===== src/rtl/counter_controller.sv =====
// Four-digit BCD event counter with prescaled tick, run/pause/halt control.
// state | meaning
// IDLE  | digits zeroed, waiting for start
// RUN   | prescaler advancing, digits count on each tick
// PAUSE | prescaler and digits frozen, start resumes
// DONE  | halted at 9999 (WRAP=0), only clear exits
module counter_controller #(
    parameter int unsigned DIV  = 4,
    parameter bit          WRAP = 1'b1
) (
    input  logic       clk,
    input  logic       rst,
    input  logic       start,
    input  logic       stop,
    input  logic       clear,
    output logic [3:0] cnt0,
    output logic [3:0] cnt1,
    output logic [3:0] cnt2,
    output logic [3:0] cnt3,
    output logic       en0,
    output logic       en1,
    output logic       en2,
    output logic       en3,
    output logic       running,
    output logic       done
);

    typedef enum logic [1:0] {IDLE, RUN, PAUSE, DONE} state_t;

    localparam logic [15:0] PRESC_LAST = 16'(DIV - 1);

    state_t      state;
    logic [15:0] presc;
    logic        tick;
    logic [3:0]  inc;
    logic        all_nine;
    logic        halt;

    function automatic logic [3:0] bump(input logic [3:0] d, input logic i);
        if (!i)
            return d;
        return (d == 4'd9) ? 4'd0 : d + 4'd1;
    endfunction

    // Carry chain: digit k increments when every lower digit is rolling over from 9.
    assign tick     = (presc == PRESC_LAST);
    assign inc[0]   = 1'b1;
    assign inc[1]   = (cnt0 == 4'd9);
    assign inc[2]   = inc[1] && (cnt1 == 4'd9);
    assign inc[3]   = inc[2] && (cnt2 == 4'd9);
    assign all_nine = inc[3] && (cnt3 == 4'd9);
    assign halt     = tick && all_nine && (WRAP == 1'b0);

    always_ff @(posedge clk or negedge rst) begin
        if (!rst) begin
            state   <= IDLE;
            presc   <= '0;
            cnt0    <= '0;
            cnt1    <= '0;
            cnt2    <= '0;
            cnt3    <= '0;
            en0     <= 1'b0;
            en1     <= 1'b0;
            en2     <= 1'b0;
            en3     <= 1'b0;
            running <= 1'b0;
            done    <= 1'b0;
        end else begin
            en0 <= 1'b0;
            en1 <= 1'b0;
            en2 <= 1'b0;
            en3 <= 1'b0;
            if (clear) begin
                state   <= IDLE;
                presc   <= '0;
                cnt0    <= '0;
                cnt1    <= '0;
                cnt2    <= '0;
                cnt3    <= '0;
                running <= 1'b0;
                done    <= 1'b0;
            end else begin
                case (state)
                    IDLE: begin
                        presc <= '0;
                        if (!stop && start) begin
                            state   <= RUN;
                            running <= 1'b1;
                        end
                    end
                    RUN: begin
                        presc <= tick ? 16'd0 : presc + 16'd1;
                        if (halt) begin
                            state   <= DONE;
                            running <= 1'b0;
                            done    <= 1'b1;
                        end else begin
                            if (tick) begin
                                cnt0 <= bump(cnt0, inc[0]);
                                cnt1 <= bump(cnt1, inc[1]);
                                cnt2 <= bump(cnt2, inc[2]);
                                cnt3 <= bump(cnt3, inc[3]);
                                en0  <= inc[0];
                                en1  <= inc[1];
                                en2  <= inc[2];
                                en3  <= inc[3];
                            end
                            // A stop coincident with a tick still lets the tick land.
                            if (stop) begin
                                state   <= PAUSE;
                                running <= 1'b0;
                            end
                        end
                    end
                    PAUSE: begin
                        if (!stop && start) begin
                            state   <= RUN;
                            running <= 1'b1;
                        end
                    end
                    DONE: begin
                        done <= 1'b1;
                    end
                    default: begin
                        state   <= IDLE;
                        running <= 1'b0;
                        done    <= 1'b0;
                    end
                endcase
            end
        end
    end

endmodule

===== config.mk =====
export PLATFORM = sky130hd
export DESIGN_NAME = counter_controller
export DESIGN_NICKNAME = d
export VERILOG_FILES = /design/src/rtl/counter_controller.sv
export SDC_FILE = /design/constraint.sdc
export NUM_CORES = 1
export LEC_CHECK = 0
export ABC_AREA = 1
export CAP_MARGIN = 20
export CORE_MARGIN = 2
export CORE_UTILIZATION = 61
export DETAILED_ROUTE_END_ITERATION = 6
export HOLD_SLACK_MARGIN = 0.15
export PLACE_DENSITY = 0.85
export SLEW_MARGIN = 10
export SYNTH_ARGS = -nofsm -noshare
export SYNTH_HDL_FRONTEND = slang
export SYNTH_SLANG_ARGS = --single-unit

===== constraint.sdc =====
create_clock -name clk -period 2.5 [get_ports clk]
set_clock_uncertainty 0.1 [all_clocks]
set_input_delay 0.375 -clock clk [delete_from_list [all_inputs] [get_ports clk]]
set_output_delay 0.375 -clock clk [all_outputs]
set_load 0.005 [all_outputs]

=== Yosys cells after proc, flatten, opt, wreduce, memory -nomap -nowiden ===
Index checks and enable logic that the tools add are counted.

* Bits in registers: 40
* Input bits: 5
* Output and inout port bits: 22
* Word-level logic and storage cells: 106

* Add/subtract/negate cells: 5
* Equal/unequal tests: 13
* Muxes and demuxes: 60
* Reductions and logical operators: 16

{| class="wikitable"
|+ Operators with widths
! kind !! count
|-
| $mux 4 || 20
|-
| $mux 1 || 32
|-
| $mux 16 || 2
|-
| $pmux 16 s2 || 1
|-
| $add 16x1->16 const B || 1
|-
| $add 4x1->4 const B || 4
|-
| $eq 16x2->1 const B || 1
|-
| $eq 4x4->1 const B || 4
|-
| $ne 3x3->1 const B || 4
|-
| $reduce_and 3->1 || 4
|-
| $mux 2 || 3
|-
| $reduce_bool 2->1 || 3
|-
| $reduce_bool 3->1 || 2
|-
| $eq 2x2->1 const B || 2
|-
| $pmux 2 s2 || 1
|-
| $logic_and 1x1->1 || 3
|-
| $ne 3x1->1 const B || 1
|-
| $eq 2x1->1 const B || 1
|-
| $logic_not 2->1 || 1
|-
| $pmux 1 s2 || 1
|-
| $reduce_and 2->1 || 1
|-
| $reduce_or 2->1 || 1
|-
| $logic_not 1->1 || 1
|}

=== Logic depth before layout (Yosys ltp) ===
Gate-level depths: netlist of the first run.

* Depth after elaboration: 11
* Gate-level depth with buffers: 10
* Mapped depth without buffers: 10

=== Worst setup path before layout of the first run ===
Ideal clock, no wire load.

* Path kind: flip-flop to flip-flop
* From: register cnt0[1]
* To: register cnt3[0]
* Setup time: 0.117 ns
* Arrival: 1.320 ns
* Path slack: 0.964 ns
* Stages on the path, launching flop included: 10
* Clock period less this slack: 1.536 ns
* Cells stage by stage: dfrtp_1 inv_1 ha_1 nand2_1 nor2_2 nand3_1 o21bai_4 nand2_1 nand2_1 nand2_1

* Cells in the longest elaborated chain, start to end: 9

{| class="wikitable"
|+ Ends and longest elaborated chain
! element !! line !! text
|-
| start, declared || 16 || <nowiki>output logic [3:0] cnt0,</nowiki>
|-
| start signal, assigned || 99 || <nowiki>cnt0 <= bump(cnt0, inc[0]);</nowiki>
|-
| $eq 4x4->1 * || 48 || <nowiki>assign inc[1] = (cnt0 == 4'd9);</nowiki>
|-
| $logic_and 1x1->1 * || 49 || <nowiki>assign inc[2] = inc[1] && (cnt1 == 4'd9);</nowiki>
|-
| $logic_and 1x1->1 * || 50 || <nowiki>assign inc[3] = inc[2] && (cnt2 == 4'd9);</nowiki>
|-
| $mux 1 || 40 || <nowiki>if (!i)</nowiki>
|-
| $mux 1 || 98 || <nowiki>if (tick) begin</nowiki>
|-
| $mux 1 || 83 || <nowiki>case (state)</nowiki>
|-
| $mux 1 || 73 || <nowiki>if (clear) begin</nowiki>
|-
| $ne 3x3->1 (no line) * || - ||
|-
| $reduce_and 3->1 (no line) * || - ||
|-
| end signal, assigned || 102 || <nowiki>cnt3 <= bump(cnt3, inc[3]);</nowiki>
|-
| end, declared || 19 || <nowiki>output logic [3:0] cnt3,</nowiki>
|}

Mark *: on every way between the ends. The rest lies on a longest branch, timed or not. The select of a mux whose other input is x is not followed.
A chain may end at the register's enable or synchronous reset.

==> results.txt, run 1 <==
Delay-heaviest family, CP = buffers and inverters
Final Max Tran Viols = 0
CP max stage delay = 0.55 ns
Flop2flop setup slack = 0.73 ns
Post-CTS Setup Bufs = 0
Largest net degree at the start of global routing = 40
Die width = 67.6 um
Hold buffers post-CTS = 1
Reg-to-reg endpoint = cnt2[1]
Clk slew on worst S/H paths = 0.07 ns
Final worst path period need = 1.77 ns
Hold Crit Endpoint = done
Cell area after synthesis = 2470 um2
Rel. slew slack = 43.3%
Remaining DRCs = 0
Largest fanout on the critical path = 6
H-tree levels = 2
Fillcell total = 307
Syn Inst Count = 331
Clock Path Buffers = 2
Number of core rows = 23
Post-route ant nets = 0
Outcome = finished, final reports clean
Skew-Pair Late Insertion Delay = 0.29 ns
DRT Wirelength = 5130 um
Via density = 5.36
DR vias = 2210
I/O pins = 27
Setup repair after global routing missed its margin = false
Post-DR wirelength/cell = 12.4 um
PD cells = 521 nW/um2
Top cells by area, synth = dfrtp_1 (40%), nand2_1 (16%), nand3_1 (6.7%), nor2_1 (5.8%), ha_1 (4.6%)
CTS sink count = 39
Setup TNS = 0 ns
GR Overflow Total = 0
First-pass GRT wire length = 8710 um
Worst Tran Pin Value = 0.851 ns
Core ar. = 3940 um2
Diode count = 0
Initial Util = 62.6%
Non-Filler Cell Area, Final = 2860 um2
Synth top area share = 39.6%
Dpl hpwl = 3640 um
Mapped Nets = 345
Seq cells post-synth = 39
GP Congestion = 0.936
Hold Crit Depth = 2
Area growth from synthesis to layout = 15.9%
Iter 0 DRT Violations = 191
Netlist cell types = 35
Max-cap violations = 0
Worst setup path class = reg -> out
Worst r2r src = cnt0[0]
Count of warnings emitted by yosys = 0
HP Class = reg -> reg
Die height = 67.6 um
Mean Syn Cell Area = 7.45 um2
Drt first pass iters = 4
Number of port buffers = 26
CP Buf/Inv Count = 1
CTS tree = built
Worst-case reg-to-reg path depth = 8
Fmax = 0.566 GHz
Yosys top cell by area = dfrtp_1
HP Start = done
Tcrit/Tclk final = 70.7%
CTS root buf = clkbuf_8
CP max stage cell = clkdlybuf4s50_1
Final Hold Vio Count = 0
Placed cell area = 2750 um2
Max rail drop VDD = 0.000348 V
Die area = 4570 um2
CP cell instances = clkdlybuf4s50_1
Initial antenna violation count = 0
Pleak = 1.35 nW
Worst setup SP type = flip-flop
Setup Viol. Count Final = 0
GRT Total Usage = 24.8%
CP Data Arrival Time = 1.29 ns
CP required = 2.03 ns
Share of layout cells above drive strength 1 = 10.5%
TritonCTS Buffers = 5
Vias in the first global route = 1983
Resized cells post-CTS = 0
Critical Path Sink Type = primary output
Final Net Count = 375
Register area share after synthesis = 39.6%
[worst max path at each step]
stage,startpoint,to,slack [ns],cells past startpoint
global placement,clear,presc[4],0.68,7
floorplan,cnt0[1],cnt3[0],0.96,9
detailed placement,clear,presc[4],0.64,7
CTS,cnt2[0],cnt2[0],0.72,1
global route,cnt0[0],cnt1[2],0.58,8
finish,state[0],running,0.73,1
[cells by family after synthesis]
logic type                 synth area share [%]
DFF                                        39.6
AOI/OAI and AO/OA                          5.89
adders and majority gates                  4.57
xor gates and xnor gates                   2.84
and+or+nand+nor                            40.1
buffers and inverters                      7.05
[cell usage after synthesis]
cell	instances
nand2_1	104
dfrtp_1	39
nor2_1	38
nand3_1	33
inv_1	27
nor3_1	12
ha_1	9
o21ai_0	8
nand4_1	7
inv_2	6
nand2_2	5
nor2_2	5
xor2_1	5
a21oi_1	4
nor2_4	3
xnor2_1	3
buf_2	2
nand2_4	2
nand3_2	2
o21ai_4	2
a31oi_1	1
and2_1	1
buf_4	1
buf_6	1
buf_8	1
inv_4	1
nand2_8	1
nand3b_1	1
nor3b_1	1
nor4_1	1
o21ai_1	1
o21ai_2	1
o21bai_1	1
o21bai_4	1
o22ai_1	1
[placed cells by master (no fill, tap or decap), types with 3 or more instances in the layout]
master             n
xor2_1             5
xnor2_1            3
nand4_1            7
a21oi_1            4
nand2_2            5
nor3_1            12
clkdlybuf4s50_1   25
dfrtp_1           39
nand2_1          104
inv_1             27
ha_1               9
clkbuf_8           7
nor2_2             5
nor2_4             3
nor2_1            38
o21ai_0            8
inv_2              6
nand3_1           33
[through the flow]
stage | setup WS, ns | std cells | hold WS, ns | power (mW) | utilization (%)
6_report | 0.733 | 412 | 0.413 | 1.49 | 72.5
3_5_place_dp | 0.638 | 403 | 0.399 | 1.03 | 69.7
5_1_grt | 0.584 | 412 | 0.432 | 1.56 | 72.5
2_1_floorplan | 0.964 | 331 | -0.0206 | 0.908 | -
3_3_place_gp | 0.678 | 403 | 0.392 | 1.02 | 69.7
4_1_cts | 0.718 | 412 | 0.419 | 1.50 | 72.5
[registers in the layout, indices dropped and copies added (netlist names), 2 cells and up]
name,count
cnt0,4
cnt1,4
cnt2,4
cnt3,4
presc,16
state,2
[cell type report]
type / instances / area [um2] / share of cell area (%)
Inverter: 34 / 130 / 4.55
Timing Repair Buffer: 28 / 273 / 9.54
Tap cell: 50 / 62.6 / 2.19
Clock buffer: 8 / 100 / 3.50
Sequential cell: 39 / 976 / 34.2
Multi-Input combinational cell: 253 / 1320 / 46.1
[routing by layer]
metal / vias to the layer above / global-route usage (%) / routed length [um]
met3: 6 / 5.33 / 273
met1: 1024 / 33.7 / 2430
met5: - / 0 / 0
li1: 1119 / - / -
met2: 61 / 39.3 / 2390
met4: 0 / 8.42 / 44
[report_power, final]
part	internal, mW	switching, mW
sequential	0.670	0.0625
clock	0.252	0.217
combinational	0.131	0.157
Note: power is estimated with default switching activity, not from simulation.
==> run 2: changes to the inputs <==
Settings changed: CORE_UTILIZATION 61 to 51, PLACE_DENSITY 0.85 to 0.76.
Clock period 2.5 ns to 1.5 ns, I/O delays scaled along.
==> results.txt, run 2 (synthesis results as in run 1) <==
M1 GR Usage = 31.7% (-2.0 points)
Worst Tran Pin Value = 0.442 ns (-0.408 ns)
Fmax = 0.615 GHz
Slack of the critical path = -0.126 ns (-0.858 ns)
Fillcell total = 324 (+5.5%)
Worst setup path class = reg -> reg
Largest net degree at the start of global routing = 23 (-43%)
Iter 0 DRT Violations = 153 (-20%)
Via density = 5.50 (+2.5%)
Drt first pass iters = 4 (unchanged)
Skew-Pair Late Insertion Delay = 0.29 ns (about the same)
Setup Viol. Count Final = 15 (+15)
CTS sink count = 39 (unchanged)
DR vias = 2616 (+18%)
CP max stage cell = dfrtp_1
Area growth from synthesis to layout = 43.8%
Worst setup SP type = flip-flop
Pleak = 1.86 nW (+38%)
TritonCTS Buffers = 5 (unchanged)
Post-DR wirelength/cell = 15.4 um (+23%)
Util after Layout = 75.6% (+3.1 points)
GRT Total Usage = 25.6% (+0.72 points)
Met2 GRT Util = 44.5% (+5.2 points)
Delay-heaviest family, CP = simple AND/OR/NAND/NOR gates
CTS tree = built
Initial antenna violation count = 0 (unchanged)
Diode count = 0 (unchanged)
Tcrit/Tclk final = 108%
Remaining DRCs = 0 (unchanged)
Core ar. = 4690 um2 (+19%)
HP Class = in -> async
Die height = 73.5 um (+8.8%)
Dpl hpwl = 4360 um (+20%)
Outcome = complete, but fails checks
CP Data Arrival Time = 1.76 ns (+0.47 ns)
CP cell instances = inv_2 -> ha_4 -> nand2_2 -> nor2_4 -> nand2_4 -> o21ai_4 -> buf_4 -> nand3_1 -> nand2_1
Critical Path Sink Type = flip-flop
CTS root buf = clkbuf_8
Reg-to-reg endpoint = cnt2[1]
Final worst path period need = 1.63 ns
Reg area = 987 um2 (+1.2%)
CP required = 1.63 ns (-0.40 ns)
CP Buf/Inv Count = 2 (+1)
Vias in the first global route = 2421 (+22%)
Setup repair after global routing missed its margin = true
Most frequent cells in the layout = nand2_1 (94), buf_4 (57), nand3_1 (30), dfrtp_1 (30), nor2_1 (26)
CP max stage delay = 0.41 ns (-0.14 ns)
Worst r2r src = cnt0[1]
GR Overflow Total = 0 (unchanged)
GP Congestion = 0.864 (-7.6%)
Multi-input gate area = 1510 um2 (+14%)
Reg with most FFs = presc
Post-route ant nets = 0 (unchanged)
Clk slew on worst S/H paths = 0.08 ns (about the same)
Share of layout cells above drive strength 1 = 34.6% (+24 points)
Flop2flop setup slack = -0.13 ns (-0.86 ns)
Clock Path Buffers = 2 (unchanged)
Pre-CTS WS = -0.163 ns (-0.801 ns)
Failing checks = setup timing
H-tree levels = 2 (unchanged)
Worst-case reg-to-reg path depth = 9 (+1)
Final Hold Vio Count = 0 (unchanged)
Number of core rows = 25 (+8.7%)
Initial Util = 52.6% (-10 points)
Largest fanout on the critical path = 4 (-2)
Rel. slew slack = 70.5% (+27 points)
Most common cell after layout, fill and taps aside = nand2_1
Most Crowded Layer GR = met2
Setup TNS = -1.04 ns (-1.04 ns)
I/O pins = 27 (unchanged)
Die area = 5410 um2 (+18%)
First-pass GRT wire length = 10800 um (+23%)
PD cells = 740 nW/um2 (+42%)
Final Net Count = 437 (+17%)
Max-cap violations = 0 (unchanged)
Grt met3 use = 3.84% (-1.5 points)
Max rail drop VDD = 0.000471 V (+35%)
Final Max Tran Viols = 0 (unchanged)
Number of port buffers = 26 (unchanged)
Die width = 73.5 um (+8.8%)
DRT Wirelength = 7310 um (+43%)
Max reg flops = 16 (unchanged)
[run 2: worst max path at each step]
stage	startpoint	end	slack [ns]	cells after the start
final	cnt0[1]	cnt2[1]	-0.13	9
after global routing	cnt0[1]	cnt2[1]	-0.22	9
after CTS	cnt0[1]	cnt2[3]	-0.08	9
after detailed placement	clear	presc[3]	-0.16	7
after global placement	clear	presc[4]	-0.12	7
after floorplan	cnt0[1]	cnt3[0]	-0.004	9
[run 2: cell type report]
cell class              count  area share (%)
multi-input cells         253            42.5
flip-flops and latches     39            27.8
repair buffers             90            22.0
inverters                  34            3.74
clock buffers               6            2.05
well taps                  54            1.91
[run 2: what timing repair did]
action / in CTS / in global routing
buffers inserted: 19 / 9
hold buffers: 1 / 0
hold endpoints to repair: 39 / 0
resized for setup: 24 / 58
cloned: 0 / 0
endpoints found under the setup margin: 43 / 43
pin swaps: 3 / 19
[run 2: routing by layer]
| layer | vias to the layer above | wire length [um] |
|---|---|---|
| met5 | - | 0 |
| met4 | 0 | 293 |
| met3 | 34 | 286 |
| met2 | 86 | 3780 |
| met1 | 1254 | 2950 |
| li1 | 1242 | - |
[run 2: through the flow]
step                      instance area (um2)  total power, mW  hold slack, ns  std cells
after global routing                     3550             2.75           0.352        476
after global placement                   3060             1.78          0.0844        444
after floorplan                          2490             1.52          -0.171        331
final                                    3550             2.62           0.302        476
after CTS                                3310             2.53           0.320        469
after detailed placement                 3060             1.80          0.0896        444
[run 2: power breakdown]
part	switching, mW	internal, mW
clock	0.375	0.311
sequential	0.0556	1.12
combinational	0.410	0.353
total	0.841	1.78
==> run 3: changes to the inputs <==
Settings changed: CORE_UTILIZATION 51 to 63, DONT_BUFFER_PORTS set to 1, PLACE_DENSITY 0.76 to 0.79.
Clock period 1.5 ns to 1.7 ns, I/O delays scaled along.
==> results.txt, run 3 (synthesis results as in run 1) <==
Outcome = finished, final reports clean
Final worst path period need = 1.61 ns (-0.0203 ns)
GR Overflow Total = 0 (unchanged)
Clock Path Buffers = 2 (unchanged)
CP cell instances = inv_1 -> ha_1 -> nand2_2 -> nor2_4 -> inv_1 -> o21ai_4 -> buf_4 -> nand3_1 -> nand2_1
Skew-Pair Late Insertion Delay = 0.29 ns (about the same)
Post-route ant nets = 0 (unchanged)
Number of port buffers = 0 (-100%)
Post-DR wirelength/cell = 13.4 um (-13%)
Largest net degree at the start of global routing = 40 (+74%)
Max reg flops = 16 (unchanged)
Util after Layout = 75.6% (about the same)
CTS tree = built
Number of core rows = 22 (-12%)
Most used cell, CP = inv_1
Largest fanout on the critical path = 4 (unchanged)
CTS sink count = 39 (unchanged)
Placed cell count = 389 (-12%)
Clk slew on worst S/H paths = 0.07 ns (about the same)
CP max stage cell = dfrtp_1
Max rail drop VDD = 0.000608 V (+29%)
Most common cell after layout, fill and taps aside = nand2_1
Fillcell total = 293 (-9.6%)
Fmax = 0.623 GHz (+1.3%)
Final Hold Vio Count = 0 (unchanged)
Vias in the first global route = 2074 (-14%)
CP max stage delay = 0.38 ns (-0.03 ns)
Initial antenna violation count = 0 (unchanged)
TritonCTS Buffers = 5 (unchanged)
CP Data Arrival Time = 1.74 ns (-0.02 ns)
Iter 0 DRT Violations = 220 (+44%)
Worst setup path class = reg -> reg
Total Power = 2.05 mW (-22%)
Reg with most FFs = presc
CTS root buf = clkbuf_8
Flop2flop setup slack = 0.09 ns (+0.22 ns)
Worst setup SP type = flip-flop
Die width = 66.6 um (-9.5%)
Core ar. = 3720 um2 (-21%)
Initial Util = 66.4% (+14 points)
Most frequent cells in the layout = nand2_1 (101), dfrtp_1 (39), nor2_1 (35), nand3_1 (32), inv_1 (27)
Share of layout cells above drive strength 1 = 17.4% (-17 points)
Via density = 5.44 (-0.98%)
Diode count = 0 (unchanged)
Drt first pass iters = 4 (unchanged)
Critical Path Sink Type = flip-flop
Dpl hpwl = 3780 um (-13%)
Setup Viol. Count Final = 0 (-15)
CP required = 1.83 ns (+0.20 ns)
Setup repair after global routing missed its margin = true
First-pass GRT wire length = 9180 um (-15%)
Remaining DRCs = 0 (unchanged)
Max-cap violations = 0 (unchanged)
Rel. slew slack = 66.1% (-4.4 points)
Non-filler instance count after layout = 405 (-15%)
Die area = 4430 um2 (-18%)
H-tree levels = 2 (unchanged)
Tcrit/Tclk final = 94.4% (-14 points)
Final Max Tran Viols = 0 (unchanged)
I/O pins = 27 (unchanged)
GP Congestion = 0.879 (+1.7%)
Final Net Count = 372 (-15%)
PD cells = 729 nW/um2 (-1.4%)
Pleak = 1.36 nW (-27%)
Area growth from synthesis to layout = 14.0%
DR vias = 2204 (-16%)
GRT Total Usage = 27.5% (+1.9 points)
HP Class = in -> reg
DRT Wirelength = 5420 um (-26%)
Die height = 66.6 um (-9.5%)
Worst Tran Pin Value = 0.507 ns (+0.0644 ns)
-- run 3: final timing paths --
check,startpoint,endpoint,cells past startpoint
hold / removal,clear,presc[7],3
setup reg to reg,cnt0[1],cnt1[0],9
max in group asynchronous,rst,state[1],2
min in group asynchronous,rst,presc[8],2
setup / recovery,cnt0[1],cnt1[0],9
hold reg to reg,done,done,2
-- run 3: layer usage --
layer	global-route usage, %	vias up	wire (um)
met5	0	-	0
met4	9.95	0	91
met3	4.39	11	266
met2	42.5	61	2490
met1	39.1	1021	2580
li1	-	1111	-
-- run 3: metrics by stage --
stage | TNS (ns) | worst slack [ns] | hold slack (ns) | cell area (um2)
2_1_floorplan | 0 | 0.164 | -0.141 | 2470
3_3_place_gp | 0 | 0.0601 | -0.140 | 2590
3_5_place_dp | 0 | 0.0374 | -0.140 | 2590
4_1_cts | 0 | 0.0283 | 0.157 | 2740
5_1_grt | -0.128 | -0.0239 | 0.191 | 2810
6_report | 0 | 0.0946 | 0.147 | 2810
-- run 3: cell type report --
class / instances / area [um2] / share of cell area, %
Clock buffer: 6 / 72.6 / 2.58
Inverter: 34 / 130 / 4.63
Multi-Input combinational cell: 253 / 1360 / 48.4
Sequential cell: 39 / 976 / 34.7
Tap cell: 48 / 60.1 / 2.14
Timing Repair Buffer: 25 / 213 / 7.57
-- run 3: repair_timing --
| item | 4_1_cts | 5_1_grt |
|---|---|---|
| hold buffers | 6 | 0 |
| endpoints found under the setup margin | 0 | 29 |
| hold endpoints to repair | 54 | 0 |
| setup buffers | 0 | 4 |
| resized for setup | 0 | 11 |
-- run 3: power by group --
group	switching [mW]	internal [mW]
logic	0.246	0.155
clock network	0.305	0.273
registers	0.0857	0.985
-- run 3: critical path: cells and delay by family, from the launching register on --
family | cells | cell delay (ns)
AO/OA/AOI/OAI | 1 | 0.20
flip-flops | 1 | 0.38
AND/OR/NAND/NOR | 4 | 0.36
adder cells (fa/ha/maj) | 1 | 0.16
buffers and inverters | 3 | 0.34
==> RTL edit, RTL diff (config.mk and constraints of run 1) <==
`WRAP`: 1'b1 -> 1'b0.
--- a/src/rtl/counter_controller.sv
+++ b/src/rtl/counter_controller.sv
@@ -6,7 +6,7 @@
 // DONE  | halted at 9999 (WRAP=0), only clear exits
 module counter_controller #(
     parameter int unsigned DIV  = 4,
-    parameter bit          WRAP = 1'b1
+    parameter bit          WRAP = 1'b0
 ) (
     input  logic       clk,
     input  logic       rst,
Check against the original RTL: no difference found for any inputs over 10 cycles, from zero or initial values and one cycle with rst low; that may be too few to reach the edited logic, so the function may still have changed.
==> RTL edit against run 1 <==
- via count increased by 5.7%
- power increased by 20%
- wire length increased by 12%
- worst hold slack got worse by 0.029 ns
- area after synthesis decreased by 1.4%
- setup slack got worse by 0.36 ns
- sequential cell count increased by 1
- final area increased by 0.18%
- sequential power increased by 7.2%
- critical endpoint is now cnt3[0]
- largest cell class unchanged
- highest routed layer unchanged
==> RTL edit: results (changes against run 1) <==
Status
  • Status: completed (unchanged)

Global routing
  • GR Util met3: 5.17% (was 5.33%)
  • Vias in the first global route: 2216 (was 1983)
  • Overall routing resource usage: 29.0% (was 24.8%)
  • Met2 global-route usage: 50.0% (was 39.3%)
  • Global-route wire length before repair: 9870 microns (was 8710 microns)
  • Antenna violations before repair: 0 (unchanged)
  • Grt met1 use: 36.0% (was 33.7%)
  • Pin count of the biggest net entering global routing: 41 (was 40)

Critical path
  • Worst path top cell family by delay: simple AND/OR/NAND/NOR gates (was buffers and inverters)
  • CP peak stage delay: 0.38 ns (was 0.55 ns)
  • CP max FO: 15 (was 6)
  • Worst-case reg-to-reg path depth: 10 (was 8)
  • CP Launch Point: presc[0] (was state[0])
  • Worst Path Arrival: 2.21 ns (was 1.29 ns)
  • Setup slack, reg-to-reg: 0.37 ns (was 0.73 ns)
  • Slowest CP cell: dfrtp_1 (was clkdlybuf4s50_1)

Clock tree
  • Clock Latency Late Sink: 0.30 ns
  • H-tree levels: 2 (unchanged)

Cells and area
  • ANT cells: 0 (unchanged)
  • NumNets Final: 379 (was 375)
  • Share of layout cells above drive strength 1: 7.40% (was 10.5%)

Yosys
  • Post-Synth Adder-Cell Area: 4.63% (was 4.57%)
  • Post-synth cell types: 26 (was 35)
  • Syn_nets: 347 (was 345)
  • Synth top area cells: dfrtp_1 (41%), nand2_1 (15%), nor2_1 (8.8%), nand3_1 (8.2%), inv_1 (5.6%) (was dfrtp_1 (40%), nand2_1 (16%), nand3_1 (6.7%), nor2_1 (5.8%), ha_1 (4.6%))
  • Xor/xnor share of the synthesized area: 3.60% (was 2.84%)
  • Synth Area in Compound Gates: 4.94% (was 5.89%)
  • Most common library cells after synthesis: nand2_1 (95), nor2_1 (57), dfrtp_1 (40), nand3_1 (40), inv_1 (36) (was nand2_1 (104), dfrtp_1 (39), nor2_1 (38))
  • Sequential area share after synthesis: 41.2% (was 39.6%)

Placed design
  • GPL Wtd Cong: 0.949 (was 0.936)
  • Post-DP Area: 2720 sq um (was 2750 sq um)
  • DP Wirelength: 4080 microns (was 3640 microns)

Detailed routing
  • DR WL met2: 2890 microns (was 2390 microns)
  • WL met1: 2350 microns (was 2430 microns)
  • Pre-Repair DR Iteration Count: 5 (was 4)
  • Drt wl/cell: 13.9 microns (was 12.4 microns)
  • Routed wl met3: 343 microns (was 273 microns)
  • 1st-iter DRT viols: 303 (was 191)
  • Avg Vias per Cell: 5.66 (was 5.36)

Pwr
  • Leak: 1.39 nW (was 1.35 nW)
  • Internal cell power: 0.00125 W (was 0.00105 W)
  • VDD IR max: 0.000684 V (was 0.000348 V)

Hold path
  • HP Start: running (was done)
  • Hold WC Path Type: reg2reg (unchanged)

Timing
  • Slew margin rel.: 40.8% (was 43.3%)
RTL edit: changes by cell type in the layout (fill, tap and decap cells not counted), moves of 5 or more:
cell / change
nand2_1: -9
nand2_2: -5
nor2_1: +19
nor3_1: -8
nand3_1: +7
inv_1: +9
RTL edit: layout make-up:
class,count,area (sq um)
clock buffers,5,68.8
clock inverters,2,60.1
fillers,296,881
inverters,39,149
multi-input cells,252,1260
flip-flops and latches,40,1000
well taps,48,60.1
repair buffers,27,265
RTL edit: worst reg2reg max path, stage by stage (launching register included):
cell and delay, ns:
dfrtp_1 0.38, ha_1 0.21, inv_2 0.06, nor2_1 0.19
nand2_1 0.14, nor2_4 0.12, nand2_4 0.09, o21ai_4 0.35
nand2_1 0.20, nand2_1 0.10, nand2_1 0.06
RTL edit: worst paths after layout:
check	to
worst min register to register	running
max in group asynchronous	presc[0]
worst min-delay path	running
min in group asynchronous	en3
worst max register to register	cnt3[0]
worst max-delay path	cnt3[0]
RTL edit: power by group through the flow:
stage	Sequential [W]	Combinational [W]	Clock, W
2_1_floorplan	0.000780	0.000224	0
3_3_place_gp	0.000791	0.000364	0
3_5_place_dp	0.000793	0.000375	0
4_1_cts	0.000783	0.000384	0.000621
5_1_grt	0.000793	0.000435	0.000648
6_report	0.000785	0.000383	0.000624
RTL edit: stage by stage:
stage	cells	hold slack [ns]	utilization [%]	total power (W)	worst slack, ns
2_1_floorplan	333	-0.0206	-	0.00100	0.862
3_3_place_gp	405	0.365	72.8	0.00115	0.403
3_5_place_dp	405	0.370	72.8	0.00117	0.359
4_1_cts	413	0.389	76.5	0.00179	0.464
5_1_grt	413	0.400	76.5	0.00188	0.241
6_report	413	0.385	76.5	0.00179	0.374
RTL edit: repair_timing:
item / in CTS / in global routing
hold buffers: 1 / 0
endpoints found under the hold margin: 40 / 0
buffers inserted: 0 / 0
